--- src/rtl/fmul_share_if.sv ---
// Handshake and FMUL-side signal bundle for the shared multiplier controller.
interface fmul_share_if;
  logic        req0_valid;
  logic        req0_ready;
  logic [31:0] req0_a;
  logic [31:0] req0_b;
  logic        req1_valid;
  logic        req1_ready;
  logic [31:0] req1_a;
  logic [31:0] req1_b;
  logic        resp_valid;
  logic        resp_ready;
  logic        resp_id;
  logic [31:0] resp_data;
  logic [31:0] mul_a;
  logic [31:0] mul_b;
  logic [31:0] mul_result;

  // Controller side: takes requests, drives responses and the multiplier.
  modport slave (
    input  req0_valid, req0_a, req0_b,
    input  req1_valid, req1_a, req1_b,
    input  resp_ready, mul_result,
    output req0_ready, req1_ready,
    output resp_valid, resp_id, resp_data,
    output mul_a, mul_b
  );

  // Environment side: requesters, response consumer and the FMUL itself.
  modport master (
    output req0_valid, req0_a, req0_b,
    output req1_valid, req1_a, req1_b,
    output resp_ready, mul_result,
    input  req0_ready, req1_ready,
    input  resp_valid, resp_id, resp_data,
    input  mul_a, mul_b
  );
endinterface

--- src/rtl/fmul_share_ctrl.sv ---
// Round-robin sharer of one combinational FMUL between two requesters,
// holding operands for LAT cycles so the multiplier can be a multicycle path.
module fmul_share_ctrl #(
  parameter int unsigned LAT = 1,
  parameter int unsigned CW  = $clog2(LAT + 1)
) (
  input  logic          clk,
  input  logic          rst_n,
  fmul_share_if.slave   bus,
  output logic          busy
);

  typedef enum logic [1:0] {IDLE, ISSUE, RESP} state_e;

  state_e        state_q, state_d;
  logic [31:0]   op_a_q, op_a_d;
  logic [31:0]   op_b_q, op_b_d;
  logic [31:0]   rdata_q, rdata_d;
  logic          rid_q, rid_d;
  logic          rvalid_q, rvalid_d;
  logic          last_grant_q, last_grant_d;
  logic [CW-1:0] cnt_q, cnt_d;

  logic gnt_vld;
  logic gnt;

  // Tie goes to the requester that did not win last time.
  assign gnt_vld = bus.req0_valid | bus.req1_valid;
  assign gnt     = (bus.req0_valid & bus.req1_valid) ? ~last_grant_q : bus.req1_valid;

  assign bus.req0_ready = rst_n & (state_q == IDLE) & gnt_vld & ~gnt;
  assign bus.req1_ready = rst_n & (state_q == IDLE) & gnt_vld &  gnt;
  assign busy           = (state_q != IDLE);

  assign bus.mul_a      = op_a_q;
  assign bus.mul_b      = op_b_q;
  assign bus.resp_valid = rvalid_q;
  assign bus.resp_id    = rid_q;
  assign bus.resp_data  = rdata_q;

  always_ff @(posedge clk) begin
    if (!rst_n) begin
      state_q      <= IDLE;
      op_a_q       <= '0;
      op_b_q       <= '0;
      rdata_q      <= '0;
      rid_q        <= 1'b0;
      rvalid_q     <= 1'b0;
      last_grant_q <= 1'b1;
      cnt_q        <= '0;
    end else begin
      state_q      <= state_d;
      op_a_q       <= op_a_d;
      op_b_q       <= op_b_d;
      rdata_q      <= rdata_d;
      rid_q        <= rid_d;
      rvalid_q     <= rvalid_d;
      last_grant_q <= last_grant_d;
      cnt_q        <= cnt_d;
    end
  end

  always_comb begin
    state_d      = state_q;
    op_a_d       = op_a_q;
    op_b_d       = op_b_q;
    rdata_d      = rdata_q;
    rid_d        = rid_q;
    rvalid_d     = rvalid_q;
    last_grant_d = last_grant_q;
    cnt_d        = cnt_q;
    unique case (state_q)
      IDLE: begin
        if (gnt_vld) begin
          op_a_d       = gnt ? bus.req1_a : bus.req0_a;
          op_b_d       = gnt ? bus.req1_b : bus.req0_b;
          rid_d        = gnt;
          last_grant_d = gnt;
          cnt_d        = CW'(LAT - 1);
          state_d      = ISSUE;
        end
      end
      ISSUE: begin
        // Result is sampled at the end of the LAT-th hold cycle.
        if (cnt_q != '0) begin
          cnt_d = cnt_q - CW'(1);
        end else begin
          rdata_d  = bus.mul_result;
          rvalid_d = 1'b1;
          state_d  = RESP;
        end
      end
      RESP: begin
        if (bus.resp_ready) begin
          rvalid_d = 1'b0;
          state_d  = IDLE;
        end
      end
      default: state_d = IDLE;
    endcase
  end

endmodule

--- src/flat_wrapper.sv ---
// flat-port wrapper written by rule: the top's interface ports become plain ports
module fmul_share_ctrl_flat 
#(
  parameter int unsigned LAT = 1,
  parameter int unsigned CW  = $clog2(LAT + 1)
)
  (clk, rst_n, busy, bus_req0_valid, bus_req0_a, bus_req0_b, bus_req1_valid, bus_req1_a, bus_req1_b, bus_resp_ready, bus_mul_result, bus_req0_ready, bus_req1_ready, bus_resp_valid, bus_resp_id, bus_resp_data, bus_mul_a, bus_mul_b);
  fmul_share_if bus_i ();
  input  logic clk;
  input  logic rst_n;
  output logic busy;
  input wire logic [$bits(bus_i.req0_valid)-1:0] bus_req0_valid;
  input wire logic [$bits(bus_i.req0_a)-1:0] bus_req0_a;
  input wire logic [$bits(bus_i.req0_b)-1:0] bus_req0_b;
  input wire logic [$bits(bus_i.req1_valid)-1:0] bus_req1_valid;
  input wire logic [$bits(bus_i.req1_a)-1:0] bus_req1_a;
  input wire logic [$bits(bus_i.req1_b)-1:0] bus_req1_b;
  input wire logic [$bits(bus_i.resp_ready)-1:0] bus_resp_ready;
  input wire logic [$bits(bus_i.mul_result)-1:0] bus_mul_result;
  output wire logic [$bits(bus_i.req0_ready)-1:0] bus_req0_ready;
  output wire logic [$bits(bus_i.req1_ready)-1:0] bus_req1_ready;
  output wire logic [$bits(bus_i.resp_valid)-1:0] bus_resp_valid;
  output wire logic [$bits(bus_i.resp_id)-1:0] bus_resp_id;
  output wire logic [$bits(bus_i.resp_data)-1:0] bus_resp_data;
  output wire logic [$bits(bus_i.mul_a)-1:0] bus_mul_a;
  output wire logic [$bits(bus_i.mul_b)-1:0] bus_mul_b;
  assign bus_i.req0_valid = bus_req0_valid;
  assign bus_i.req0_a = bus_req0_a;
  assign bus_i.req0_b = bus_req0_b;
  assign bus_i.req1_valid = bus_req1_valid;
  assign bus_i.req1_a = bus_req1_a;
  assign bus_i.req1_b = bus_req1_b;
  assign bus_i.resp_ready = bus_resp_ready;
  assign bus_i.mul_result = bus_mul_result;
  assign bus_req0_ready = bus_i.req0_ready;
  assign bus_req1_ready = bus_i.req1_ready;
  assign bus_resp_valid = bus_i.resp_valid;
  assign bus_resp_id = bus_i.resp_id;
  assign bus_resp_data = bus_i.resp_data;
  assign bus_mul_a = bus_i.mul_a;
  assign bus_mul_b = bus_i.mul_b;
  fmul_share_ctrl #(.LAT(LAT), .CW(CW)) u_core (.clk(clk), .rst_n(rst_n), .bus(bus_i), .busy(busy));
endmodule
--- config.mk ---
export PLATFORM = sky130hd
export DESIGN_NAME = fmul_share_ctrl_flat
export DESIGN_NICKNAME = d
export VERILOG_FILES = /design/src/rtl/fmul_share_if.sv /design/src/rtl/fmul_share_ctrl.sv /design/src/flat_wrapper.sv
export SDC_FILE = /design/constraint.sdc
export NUM_CORES = 1
export LEC_CHECK = 0
export CAP_MARGIN = 40
export CORE_MARGIN = 3
export CORE_UTILIZATION = 35
export DETAILED_ROUTE_END_ITERATION = 12
export GPL_TIMING_DRIVEN = 0
export HOLD_SLACK_MARGIN = 0.02
export PLACE_DENSITY_LB_ADDON = 0.25
export SLEW_MARGIN = 20
export SYNTH_ARGS = -nofsm -noshare
export SYNTH_HDL_FRONTEND = slang
export SYNTH_SLANG_ARGS = --single-unit
--- constraint.sdc ---
create_clock -name clk -period 1.3 [get_ports clk]
set_input_delay 0.13 -clock clk [delete_from_list [all_inputs] [get_ports clk]]
set_output_delay 0.13 -clock clk [all_outputs]
set_load 0.02 [all_outputs]
* Word level (Yosys, flattened, before mapping)
Index checks and enable logic that the tools add are counted.
Word-level totals: input bits 165, register bits after elaboration 102, output and inout port bits 101, word-level logic and storage cells 45
Operators by class: bitwise logic cells 9, $add $sub $neg 1, equal/unequal tests 5, reductions and logical operators 9, mux-type cells 13
Operator list (count):
- 2-to-1 mux 32 bit | 2
- 2-to-1 mux 2 bit | 3
- one-hot mux 2 bit (3 select lines) | 1
- AND reduction 2 bit | 3
- AND reduction 3 bit | 2
- nonzero test 2 bit | 3
- bitwise AND 1 bit | 5
- 2-to-1 mux 1 bit | 5
- inequality test 2 bit, second input constant | 2
- one-hot mux 1 bit (2 select lines) | 2
- inverter 1 bit | 3
- equality test 2 x 1 -> 1 bit, second input constant | 1
- equality test 2 bit, second input constant | 1
- zero test 2 bit | 1
- inequality test 2 x 1 -> 1 bit, second input constant | 1
- OR 1 bit | 1
- subtractor 1 bit, second input constant | 1

* Longest topological paths before layout
Gate-level depths: netlist (run 1).
word-level depth 4, depth in mapped cells 6, gate-level depth less buffers 3

* Least setup slack after synthesis (run 1)
Ideal clock, no wire load.
kind flip-flop to output port, start reg u_core.state_q[1], end out bus_req0_ready, arrival time 1.222 ns, stages on the path, launching flop included 5, path buffers 1, slack -0.052 ns, required time 1.170 ns, cell sequence dfxtp_1 -> nor2_2 -> clkbuf_1 -> and3_1 -> and2_1
Between the ends: cells in the longest elaborated chain, start to end 4
Ends and longest elaborated chain:
- start: declaration | RTL line fmul_share_ctrl.sv:15 | state_e state_q, state_d;
- start signal: assignment | RTL line fmul_share_ctrl.sv:52 | state_q <= state_d;
- zero test 2 bit | RTL line fmul_share_ctrl.sv:31 | assign bus.req0_ready = rst_n & (state_q == IDLE) & gnt_vld & ~gnt;
- bitwise AND 1 bit (3 in series) | RTL line fmul_share_ctrl.sv:31
- end: declaration | RTL line flat_wrapper.sv:20 | output wire logic [$bits(bus_i.req0_ready)-1:0] bus_req0_ready;
Every way passes these cells.

* Final worst setup path (run 1)
start reg u_core.last_grant_q, end out bus_req0_ready
Between the ends: cells in the longest elaborated chain, start to end 4
Ends and longest elaborated chain:
- start: declaration | RTL line fmul_share_ctrl.sv:21 | logic last_grant_q, last_grant_d;
- start signal: assignment | RTL line fmul_share_ctrl.sv:58 | last_grant_q <= last_grant_d;
- inverter 1 bit | RTL line fmul_share_ctrl.sv:29 | assign gnt = (bus.req0_valid & bus.req1_valid) ? ~last_grant_q : bus.req1_valid;
- 2-to-1 mux 1 bit | RTL line fmul_share_ctrl.sv:29
- inverter 1 bit | RTL line fmul_share_ctrl.sv:31
- bitwise AND 1 bit | RTL line fmul_share_ctrl.sv:31
Every way passes these cells.

==> impl_metrics.yaml, run 1 <==
layout:
  stdcell_count: 994
  antenna_cells: 0
  area_growth_syn_to_layout_pct: 73.6
  fin_area_um2: 7950
  nets: 982
  drive_gt1_share_pct: 17.5
synthesis:
  yosys.area.top_type_share_pct: 44.2
  synth_seq_cells: 101
  synthCells: 530
  synthFlopType: "dfxtp_1"
  synth_edf_count: 0
  synth_top_cell_by_area: "dfxtp_1"
  yosys-top-cells-area: "dfxtp_1 44%, a311oi_2 20%, nand2_1 16%"
  synth_area_per_cell_um2: 8.64
  ys_warn_count: 0
  async_flop_share_pct: 0
  syn_nets: 695
  synthDistinctLibCells: 24
  synthesis.area_um2: 4580
  synth-seq-area-share_pct: 44.2
clock_tree:
  cts_root_buffer: "clkbuf_16"
  worstSkewPairLatency_ns: 0.34
  clk_path_buf_depth: 2
  cts_tree: "yes"
  cts.sinks: 101
  cts-buffers-inserted: 9
  htreeDepth: 3
  clkTransAtPathRegs_ns: 0.07
  hold_buffers: 0
floorplanning:
  die_h_um: 120
  rows: 41
  ios: 266
  start_util_pct: 36.0
  die_w_um: 120
  die_area_um2: 14500
  fp.coreArea_um2: 12700
sta:
  worst_slew_pin_slew_ns: 0.770
  relSlewSlack_pct: 48.7
  hold_viol_final: 0
  drv_slew: 0
  finalCriticalPeriod_ns: 1.58
  fmax_ghz: 0.634
  min_period_over_period_pct: 121
  fin_tns_setup_ns: -12.68
  setup_ws_ns: -0.279
  holdWs_ns: 0.286
  rsz0062_at_grt: "true"
  setup_viol: 64
  skew_ns: 0.00739
critical_path:
  ff2ff_setup_slack_ns: -0.24
  critical_path_class: "register to output pin"
  max_stage_delay_ns: 0.36
  cp.arrival_ns: 1.45
  cp_max_fo: 6
  cp.required_ns: 1.17
  crit_chain: "a21bo_4 > buf_8 > clkbuf_16 > and2_4 > buf_6"
  startpoint: "u_core.last_grant_q"
  start_kind: "register"
  worst_path_max_delay_cell: "dfxtp_4"
  reg2reg_from: "u_core.state_q[1]"
  crit_path_end_kind: "output pin"
route:
  drc: 0
  drtAntennaViolNets: 0
  wl_per_cell_um: 16.9
  drt_wl_total_um: 16800
  drt_iter0_drc: 199
  dr.pass1.iters: 5
  vias_per_cell: 5.06
  vias: 5026
grt:
  grt_antenna_before_repair: 0
  grt_max_degree: 16
  overflow: 0
  grt_pass1_vias: 5069
  track_usage_pct: 22.1
  grt_pass1_wl_um: 25900
power_and_ir_drop:
  cellPowerDensity_nw_per_um2: 1200
  leakagePower_nw: 3.35
  peakVddDrop_uv: 643
placement:
  place_inst: 967
  globalplace.congestion: 0.845
  dp_hpwl_um: 12800
  port_buffers: 265
  placed_area_um2: 7450
worst_hold_path:
  hold_class: "primary input to register"
  hold_start: "bus_req1_valid"
flow_run:
  cap_violations: 0
run_status:
  failed_checks: "negative setup slack"
  outcome: "finished with violations"
==> worst paths after layout <==
| check | to | depth (start not counted) |
|---|---|---|
| setup / recovery | bus_req0_ready | 5 |
| hold / removal | u_core.last_grant_q | 3 |
| setup reg to reg | u_core.bus.mul_b[4] | 6 |
| hold reg to reg | u_core.bus.resp_data[21] | 2 |
==> state kept, by name, indices dropped and copies added (netlist names) <==
signal	flops
u_core.bus.mul_b	32
u_core.bus.resp_data	32
u_core.state_q	2
u_core.bus.resp_valid	1
u_core.bus.resp_id	1
u_core.last_grant_q	1
u_core.bus.mul_a	32
==> metal layers <==
metal	up-vias	GRT usage, %	share of wire [%]
met5	-	0	0
met4	0	7.93	2.5
met3	30	7.95	9.7
met2	204	39.1	50
met1	2363	24.5	38
li1	2429	-	-
==> where the power goes <==
group	switching [mW]	total (mW)	internal [mW]
registers	0.187	3.61	3.43
logic	1.57	3.00	1.43
clock network	1.15	2.94	1.79
total	2.90	9.55	6.65
==> Yosys cell counts (2+ instances only) <==
master / number
nand2_1: 193
and2_1: 2
nor2_1: 2
a311oi_1: 4
a21oi_1: 99
dfxtp_1: 101
o21ai_0: 2
a21bo_2: 2
buf_2: 18
and3_1: 2
buf_6: 7
clkbuf_1: 27
a311oi_2: 60
==> cell usage in the layout, fill, tap and decap left out, drive strengths merged <==
cell type / instances
or3b: 1
a21boi: 1
clkdlybuf4s50: 162
a21bo: 2
dlygate4sd2: 100
clkbuf: 36
nor2: 3
a21oi: 99
bufinv: 2
dfxtp: 101
a311oi: 64
nand3b: 1
inv: 1
nand2: 193
or2: 1
buf: 44
o21ai: 2
nor2b: 1
and3: 2
and2: 2
nand2b: 1
clkinv: 3
==> critical path: cells and delay by family (launching register included) <==
family | cells | cell delay, ns
flops | 1 | 0.36
simple gates | 1 | 0.15
compound gates | 1 | 0.21
buf+inv | 3 | 0.39
==> final cells by class <==
| class | instances | area [µm²] |
|---|---|---|
| Multi-Input combinational cell | 373 | 2310 |
| Buffer | 53 | 424 |
| Clock inverter | 4 | 70.1 |
| Timing Repair Buffer | 277 | 2630 |
| Inverter | 2 | 8.76 |
| Clock buffer | 12 | 256 |
| Fill cell | 1124 | 4780 |
| Tap cell | 172 | 215 |
| Sequential cell | 101 | 2030 |
==> cell families (layout without fill, tap and decap cells) <==
logic type | count (synthesis) | count (layout) | share of synthesized area [%]
compound gates | 168 | 168 | 32.1
simple gates | 205 | 205 | 17.4
flops | 101 | 101 | 44.2
buf+inv | 56 | 348 | 6.31
==> through the flow <==
| stage | util (%) | power [mW] | worst slack, ns |
|---|---|---|---|
| finish | 62.5 | 9.55 | -0.279 |
| global route | 62.5 | 9.96 | -0.333 |
| CTS | 61.4 | 9.52 | -0.324 |
| detailed placement | 58.6 | 6.72 | -1.14 |
| global placement | 58.6 | 6.65 | -1.09 |
| floorplan | - | 5.23 | 0.0296 |
==> timing repair <==
action                     in CTS  in global routing
setup buffers                   6                  6
cloned                          0                  1
pin swaps                       2                  6
setup endpoints to repair     178                 91
resized for setup             159                 28
Power figures use the tool's default switching activity.
==> run 2: changes to the inputs <==
--- a/config.mk
+++ b/config.mk
@@ -9,3 +9,3 @@
 export CORE_MARGIN = 3
-export CORE_UTILIZATION = 35
+export CORE_UTILIZATION = 38
 export DETAILED_ROUTE_END_ITERATION = 12
==> constraint.sdc (replaced) <==
create_clock -name clk -period 1.6 [get_ports clk]
set_input_delay 0.16 -clock clk [delete_from_list [all_inputs] [get_ports clk]]
set_output_delay 0.16 -clock clk [all_outputs]
set_load 0.01 [all_outputs]
==> impl_metrics.yaml, run 2 (synthesis gave the netlist of run 1 again) <==
sta:
  drv_slew: 0
  finalCriticalPeriod_ns: 1.54
  min_period_over_period_pct: 96.1
  fin_tns_setup_ns: 0
  setup_viol: 0
  skew_ns: 0.00805
  hold_viol_final: 0
  fmax_ghz: 0.651
  relSlewSlack_pct: 50.2
  worst_slew_pin_slew_ns: 0.747
run_status:
  outcome: "finished, final reports clean"
critical_path:
  worst_path_max_delay_cell: "dfxtp_4"
  reg2reg_from: "u_core.last_grant_q"
  max_stage_delay_ns: 0.36
  crit_chain: "nor2_4 > clkbuf_8 > and3_4 > and2_4 > buf_6"
  critical_path_class: "register to output pin"
  cp.required_ns: 1.44
  start_kind: "register"
  cp.arrival_ns: 1.38
  reg2reg_to: "u_core.bus.mul_b[7]"
  reg2reg_depth: 6
  ff2ff_setup_slack_ns: 0.09
  crit_path_end_kind: "output pin"
  cp_max_fo: 4
placement:
  place_inst: 938
  port_buffers: 265
  globalplace.congestion: 0.857
  dp_hpwl_um: 12500
grt:
  grt_pass1_vias: 4966
  grt_antenna_before_repair: 0
  overflow: 0
  track_usage_pct: 23.1
  grt_pass1_wl_um: 24800
  grt_max_degree: 20
layout:
  final_util_pct: 68.0
  final_cell_mix: "260 x clkdlybuf4s50_1, 192 x nand2_1, 99 x a21oi_1, 98 x dfxtp_1, 60 x a311oi_2"
  final_common_cell: "clkdlybuf4s50_1"
  area_growth_syn_to_layout_pct: 72.4
  drive_gt1_share_pct: 16.7
  nets: 981
  stdcell_count: 964
  antenna_cells: 0
clock_tree:
  cts-buffers-inserted: 9
  clkTransAtPathRegs_ns: 0.07
  cts_tree: "yes"
  clk_path_buf_depth: 2
  cts.sinks: 101
  htreeDepth: 3
  worstSkewPairLatency_ns: 0.34
  cts_root_buffer: "clkbuf_16"
route:
  drt_wl_total_um: 16200
  drt_iter0_drc: 292
  route.met3.wl_um: 1470
  wl_per_cell_um: 16.8
  dr.pass1.iters: 4
  wl_met2_um: 8350
  met1Wirelength_um: 6130
  drc: 0
  vias: 4948
  routed.top_layer: "met4"
  vias_per_cell: 5.13
  drtAntennaViolNets: 0
power_and_ir_drop:
  clockPowerShare_pct: 30.0
  switchingPower_mw: 2.23
  peakVddDrop_uv: 709
  swShare_pct: 29.5
  combPwrFrac_pct: 31.1
  intPower_mw: 5.31
  leakagePower_nw: 2.93
  seqPwrFrac_pct: 39.0
  cellPowerDensity_nw_per_um2: 955
floorplanning:
  die_h_um: 116
  ios: 266
  rows: 39
  fp.coreArea_um2: 11600
  die_area_um2: 13400
  die_w_um: 116
  start_util_pct: 39.4
worst_hold_path:
  hold_end: "u_core.last_grant_q"
  hold_start: "bus_req1_valid"
  hold_class: "primary input to register"
  hold_path_depth: 3
flow_run:
  cap_violations: 0
run 2: worst max-delay path by stage:
stage,from,to,slack (ns),cells past startpoint
finish,u_core.state_q[1],bus_req0_ready,0.06,5
global route,u_core.state_q[1],bus_req0_ready,-0.02,5
CTS,u_core.state_q[0],bus_req0_ready,-0.05,5
detailed placement,bus_req1_valid,bus_req1_ready,-0.82,7
global placement,bus_req1_valid,bus_req1_ready,-0.80,7
floorplan,u_core.state_q[1],bus_req0_ready,0.28,4
run 2: worst max-delay path: cells and delay by family, from the launching register on:
| kind | cells | cell delay [ns] |
|---|---|---|
| DFF | 1 | 0.36 |
| buffers and inverters | 2 | 0.23 |
| and+or+nand+nor | 3 | 0.45 |
run 2: per-layer routing:
metal,global-route usage [%],up-vias
met5,0,-
met4,5.34,0
met3,7.89,16
met2,42.1,191
met1,26.1,2315
li1,-,2426
run 2: final cells by class:
cell class                      instances  area, µm²
Clock inverter                          7       81.3
Buffer                                 49        308
Timing Repair Buffer                  280       2770
Clock buffer                            9        225
Fill cell                             954       3720
Inverter                                2       8.76
Tap cell                              143        179
Multi-Input combinational cell        373       2300
Sequential cell                       101       2030
run 2: stage by stage:
step	hold WS (ns)	area, µm²	setup WS [ns]	power, mW
after floorplan	0.236	4580	0.284	4.05
after global placement	0.441	7410	-0.797	5.20
after detailed placement	0.446	7410	-0.816	5.24
after CTS	0.310	7820	-0.0507	7.55
after global routing	0.362	7890	-0.0185	7.90
final	0.314	7890	0.0628	7.54
run 2: what timing repair did:
| item | in CTS | in global routing |
|---|---|---|
| setup buffers | 8 | 7 |
| resized for setup | 31 | 24 |
| setup endpoints to repair | 68 | 46 |
| pin swaps | 3 | 2 |
| hold buffers | 0 | 0 |
| cloned | 0 | 0 |
run 2: power groups by stage:
stage	sequential [mW]	clock [mW]	combinational, mW
floorplan	3.09	0	0.954
global placement	2.98	0	2.22
detailed placement	2.99	0	2.26
CTS	2.94	2.29	2.32
global route	2.97	2.41	2.52
finish	2.94	2.26	2.34
